--- src/rtl/joy_db15_tx_if.sv ---
// joy_db15_tx_if: link-side signal bundle for the DB15 joystick device emulator.
//   joystick1/2  : parallel button words (active-high, map "LS FEDCBAUDLR")
//   JOY_CLK      : host shift clock (asynchronous to the device clock)
//   JOY_LOAD     : host parallel-load strobe, active-low (asynchronous)
//   JOY_DATA     : serial data back to host, active-low
//   load_pulse   : one-cycle pulse on the synchronised JOY_LOAD fall
//   bit_cnt      : shifts since last load, saturating at 2*PLAYER_BITS
// master = the side driving buttons and the host link, slave = the emulator.
interface joy_db15_tx_if #(
    parameter int PLAYER_BITS = 16
);
    logic [PLAYER_BITS-1:0] joystick1;
    logic [PLAYER_BITS-1:0] joystick2;
    logic                   JOY_CLK;
    logic                   JOY_LOAD;
    logic                   JOY_DATA;
    logic                   load_pulse;
    logic [5:0]             bit_cnt;

    modport master (
        output joystick1, joystick2, JOY_CLK, JOY_LOAD,
        input  JOY_DATA, load_pulse, bit_cnt
    );

    modport slave (
        input  joystick1, joystick2, JOY_CLK, JOY_LOAD,
        output JOY_DATA, load_pulse, bit_cnt
    );
endinterface

--- src/rtl/joy_db15_tx.sv ---
// joy_db15_tx: device-side emulator of the DB15 serial joystick adapter.
// Two players of PLAYER_BITS buttons are shifted out LSB-first (player 1
// bit 0 first) as active-low data over the JOY_CLK/JOY_LOAD/JOY_DATA link.
// Ports:
//   clk      : system clock, at least 8x the JOY_CLK rate
//   RESET_L  : asynchronous active-low reset
//   jif      : link bundle (slave side), see joy_db15_tx_if
module joy_db15_tx #(
    parameter int PLAYER_BITS = 16,
    parameter int SYNC_STAGES = 2
) (
    input  logic           clk,
    input  logic           RESET_L,
    joy_db15_tx_if.slave   jif
);
    localparam int         N       = 2 * PLAYER_BITS;
    localparam logic [5:0] CNT_MAX = 6'(N);

    logic [SYNC_STAGES-1:0] r_clk_sync;
    logic [SYNC_STAGES-1:0] r_ld_sync;
    logic                   r_clk_hist;
    logic                   r_ld_hist;
    logic [N-1:0]           r_sr;
    logic [5:0]             r_cnt;
    logic                   r_data;
    logic                   r_load_pulse;

    logic w_clk_s;
    logic w_ld_s;
    logic w_clk_rise;
    logic w_ld_fall;
    logic w_loading;

    // Synchronisers and history flops preset high so reset release never
    // looks like a JOY_CLK rise or a JOY_LOAD fall.
    always_ff @(posedge clk or negedge RESET_L) begin
        if (!RESET_L) begin
            r_clk_sync <= '1;
            r_ld_sync  <= '1;
            r_clk_hist <= 1'b1;
            r_ld_hist  <= 1'b1;
        end else begin
            r_clk_sync <= {r_clk_sync[SYNC_STAGES-2:0], jif.JOY_CLK};
            r_ld_sync  <= {r_ld_sync[SYNC_STAGES-2:0], jif.JOY_LOAD};
            r_clk_hist <= w_clk_s;
            r_ld_hist  <= w_ld_s;
        end
    end

    assign w_clk_s    = r_clk_sync[SYNC_STAGES-1];
    assign w_ld_s     = r_ld_sync[SYNC_STAGES-1];
    assign w_clk_rise = w_clk_s & ~r_clk_hist;
    assign w_ld_fall  = ~w_ld_s & r_ld_hist;
    assign w_loading  = ~w_ld_s;

    // Load is transparent (reloads every cycle while low) and beats a
    // coincident shift. Shifting in 1s makes an overrun read as released.
    always_ff @(posedge clk or negedge RESET_L) begin
        if (!RESET_L) begin
            r_sr         <= '1;
            r_cnt        <= '0;
            r_data       <= 1'b1;
            r_load_pulse <= 1'b0;
        end else begin
            if (w_loading) begin
                r_sr  <= ~{jif.joystick2, jif.joystick1};
                r_cnt <= '0;
            end else if (w_clk_rise) begin
                r_sr <= {1'b1, r_sr[N-1:1]};
                if (r_cnt != CNT_MAX)
                    r_cnt <= r_cnt + 6'd1;
            end
            r_data       <= r_sr[0];
            r_load_pulse <= w_ld_fall;
        end
    end

    assign jif.JOY_DATA   = r_data;
    assign jif.load_pulse = r_load_pulse;
    assign jif.bit_cnt    = r_cnt;
endmodule

--- src/flat_wrapper.sv ---
// flat-port wrapper written by rule: the top's interface ports become plain ports
module joy_db15_tx_flat 
#(
    parameter int PLAYER_BITS = 16,
    parameter int SYNC_STAGES = 2
)
  (clk, RESET_L, jif_joystick1, jif_joystick2, jif_JOY_CLK, jif_JOY_LOAD, jif_JOY_DATA, jif_load_pulse, jif_bit_cnt);
  joy_db15_tx_if #(.PLAYER_BITS(PLAYER_BITS)) jif_i ();
  input  logic clk;
  input  logic RESET_L;
  input wire logic [$bits(jif_i.joystick1)-1:0] jif_joystick1;
  input wire logic [$bits(jif_i.joystick2)-1:0] jif_joystick2;
  input wire logic [$bits(jif_i.JOY_CLK)-1:0] jif_JOY_CLK;
  input wire logic [$bits(jif_i.JOY_LOAD)-1:0] jif_JOY_LOAD;
  output wire logic [$bits(jif_i.JOY_DATA)-1:0] jif_JOY_DATA;
  output wire logic [$bits(jif_i.load_pulse)-1:0] jif_load_pulse;
  output wire logic [$bits(jif_i.bit_cnt)-1:0] jif_bit_cnt;
  assign jif_i.joystick1 = jif_joystick1;
  assign jif_i.joystick2 = jif_joystick2;
  assign jif_i.JOY_CLK = jif_JOY_CLK;
  assign jif_i.JOY_LOAD = jif_JOY_LOAD;
  assign jif_JOY_DATA = jif_i.JOY_DATA;
  assign jif_load_pulse = jif_i.load_pulse;
  assign jif_bit_cnt = jif_i.bit_cnt;
  joy_db15_tx #(.PLAYER_BITS(PLAYER_BITS), .SYNC_STAGES(SYNC_STAGES)) u_core (.clk(clk), .RESET_L(RESET_L), .jif(jif_i));
endmodule
--- config.mk ---
export PLATFORM = sky130hd
export DESIGN_NAME = joy_db15_tx_flat
export DESIGN_NICKNAME = d
export VERILOG_FILES = /design/src/rtl/joy_db15_tx_if.sv /design/src/rtl/joy_db15_tx.sv /design/src/flat_wrapper.sv
export SDC_FILE = /design/constraint.sdc
export NUM_CORES = 1
export LEC_CHECK = 0
export ABC_AREA = 0
export BUFFER_PORTS_ARGS = -buffer_cell sky130_fd_sc_hd__buf_4
export CORE_ASPECT_RATIO = 0.7
export CORE_MARGIN = 2
export CORE_UTILIZATION = 58
export DETAILED_ROUTE_END_ITERATION = 16
export PLACE_DENSITY = 0.84
export SLEW_MARGIN = 20
export SYNTH_ARGS = -nofsm -noshare
export SYNTH_HDL_FRONTEND = slang
export SYNTH_SLANG_ARGS = --single-unit
--- constraint.sdc ---
create_clock -name clk -period 4.65 [get_ports clk]
set_clock_uncertainty 0.05 [all_clocks]
set_input_delay 0.465 -clock clk [delete_from_list [all_inputs] [get_ports clk]]
set_output_delay 0.465 -clock clk [all_outputs]
set_load 0.005 [all_outputs]
==> impl_metrics.yaml <==
run_status:
  status: "complete, no violations"
hold_path:
  hold_class: "in2async"
clock_network:
  cts_setup_buffers: 0
  clkSinkCount: 46
  cts_root_buf: "clkbuf_8"
  path_clk_slew_ps: 80
  cts_tree: "yes"
  cts-htree-levels: 2
  cts-hold-fix-buffers: 0
  cts_resized: 0
  cts_buffers: 5
  cts_max_path_buffers: 2
  clk_latency_ps: 300
setup_path:
  worstReg2RegStart: "u_core.r_clk_sync[1]"
  cp_data_required_time_ps: 4830
  cp.arrival_ps: 2290
  crit_fanout: 34
  crit_path_start_kind: "register"
  rr_worst_depth: 3
  worst_setup_path_end_kind: "register"
  path_class: "reg2reg"
  r2r_end: "u_core.jif.bit_cnt[5]"
  rrSetupSlack_ps: 2540
placement:
  dp_slack_ps: 2560
  port_buffers: 43
  dp_hpwl_um: 2540
  gp_routability_congestion: 0.782
floorplan:
  die_y_um: 54.7
  coreArea_um2: 3510
  start_util_pct: 60.6
  die_area_um2: 4180
  design.portCount: 44
  num_rows: 18
  die_w_um: 76.4
sta:
  fin_tns_setup_ps: 0
  period_needed_ps: 2110
  rsz0062_at_grt: "false"
  hold_violations: 0
  fin_ws_ps: 2540
  drv_slew: 0
  min_period_over_period_pct: 45.4
  relSlewSlack_pct: 32.2
  clock.fmax_ghz: 0.474
  tightest_slew_ps: 1020
  setup_viol: 0
grt:
  grt_start_max_net_pins: 47
  grt_overflow: 0
  grt_pass1_vias: 1306
  track_usage_pct: 19.8
  grt_pass1_wl_um: 6100
  antenna_found_initial: 0
route:
  dr.first_iter.drc_count: 58
  drcViolationCount: 0
  vias: 1333
  antenna_left: 0
  wire_per_inst_um: 15.2
  viasPerCell: 5.38
  firstDrtPassIters: 4
  wl_um: 3770
synth:
  syn_nets: 194
  synth_top_area_share_pct: 48.1
  synthFlopType: "dfstp_2"
  yosys_warnings: 0
  syn_area_um2: 2130
  synth_edf_count: 0
  synth_largest_area_cell: "dfstp_2"
  avgSynthCellArea_um2: 13.7
  async_flop_share_pct: 100
  synthTopCellsByArea: "dfstp_2 48%, mux2i_1 31%, dfrtp_1 8.2%, nand2_1 1.4%, buf_2 1.2%"
  ys_types: 27
  seq_area_frac_synth_pct: 56.3
  ys_seq_elements: 46
  netlist_instances: 156
finish:
  syn_to_final_growth_pct: 20.3
  drive_gt1_share_pct: 45.5
  layout.nets: 235
  diodes: 0
  fillerInstances: 264
pwr:
  total_power_uw: 858
  vdd_drop_max_uv: 307
  powerDensity_nw_per_um2: 335
  p_leak_nw: 1.27
job:
  maxCapViolations: 0
## metal layers
metal | track usage (%) | up-vias | part of all wire, %
met1 | 23.5 | 651 | 45
met2 | 34.4 | 33 | 48
li1 | - | 641 | -
met4 | 7.27 | 0 | 1.9
met5 | 0 | - | 0
met3 | 7.10 | 8 | 4.8
## layout make-up
type	instances	area (um2)	area share (%)
flip-flops and latches	46	1200	47.0
well taps	50	62.6	2.44
repair buffers	43	323	12.6
clock inverters	1	5.00	0.195
inverters	4	15.0	0.586
multi-input cells	97	866	33.8
clock buffers	7	86.3	3.37
## sequential cells by signal, summed over array words and instances, names as in the netlist
register / flops
u_core.r_sr: 32
u_core.jif.bit_cnt: 6
u_core.r_clk_sync: 2
u_core.r_ld_sync: 2
u_core.jif.JOY_DATA: 1
u_core.jif.load_pulse: 1
u_core.r_clk_hist: 1
u_core.r_ld_hist: 1
## where the power goes
group	switching, mW	total (mW)	internal, mW
clock network	0.131	0.251	0.120
logic	0.0444	0.108	0.0640
registers	0.0302	0.499	0.469
total	0.205	0.858	0.653
## per-stage QoR
stage / std cells / cell area [um2] / util (%) / hold WS (ps)
after floorplan: 156 / 2130 / - / 119
after detailed placement: 240 / 2470 / 70.2 / 298
after global routing: 248 / 2560 / 72.9 / 136
final: 248 / 2560 / 72.9 / 115
after CTS: 248 / 2560 / 72.8 / 114
after global placement: 240 / 2470 / 70.2 / 296
## cells in the final DEF, fill, tap and decap left out, types with 2 or more instances in the layout
master	instances
a2bb2oi_1	2
buf_4	43
clkbuf_8	6
dfrtp_1	7
dfstp_2	38
ha_1	2
inv_1	4
mux2i_1	65
nand2_1	8
nand2b_1	2
o311ai_0	2
## critical path, stage by stage, from the launching register on
cell      delay [ps]
dfstp_2          580
nand2b_2         550
or4_1            700
a21boi_1         150
## worst max path at each step
stage,startpoint,depth (start not counted),end,slack (ps)
finish,u_core.r_clk_sync[1],3,u_core.jif.bit_cnt[5],2540
global route,u_core.r_clk_sync[1],3,u_core.jif.bit_cnt[5],2410
CTS,u_core.r_clk_sync[1],3,u_core.jif.bit_cnt[5],2530
detailed placement,u_core.r_clk_sync[1],3,u_core.jif.bit_cnt[5],2560
global placement,u_core.r_clk_sync[1],3,u_core.jif.bit_cnt[5],2610
floorplan,u_core.r_clk_sync[1],4,u_core.jif.bit_cnt[5],3190
## logic make-up (layout without fill, tap and decap cells)
family                     count (synthesis)  in the layout  synth area share, %
muxes                                     65             65                 30.6
DFF                                       46             46                 56.3
adders and majority gates                  2              2                 1.17
and+or+nand+nor                           21             21                 5.46
buffers and inverters                     13             55                 3.11
AOI/OAI and AO/OA                          9              9                 3.35
## cell usage after synthesis (all sizes together) (2+ instances only)
library cell,number
a21boi,2
a2bb2oi,2
buf,8
dfrtp,7
dfstp,39
ha,2
inv,4
mux2i,65
nand2,8
nand2b,3
o311ai,2
(Power assumes the default switching activity.)
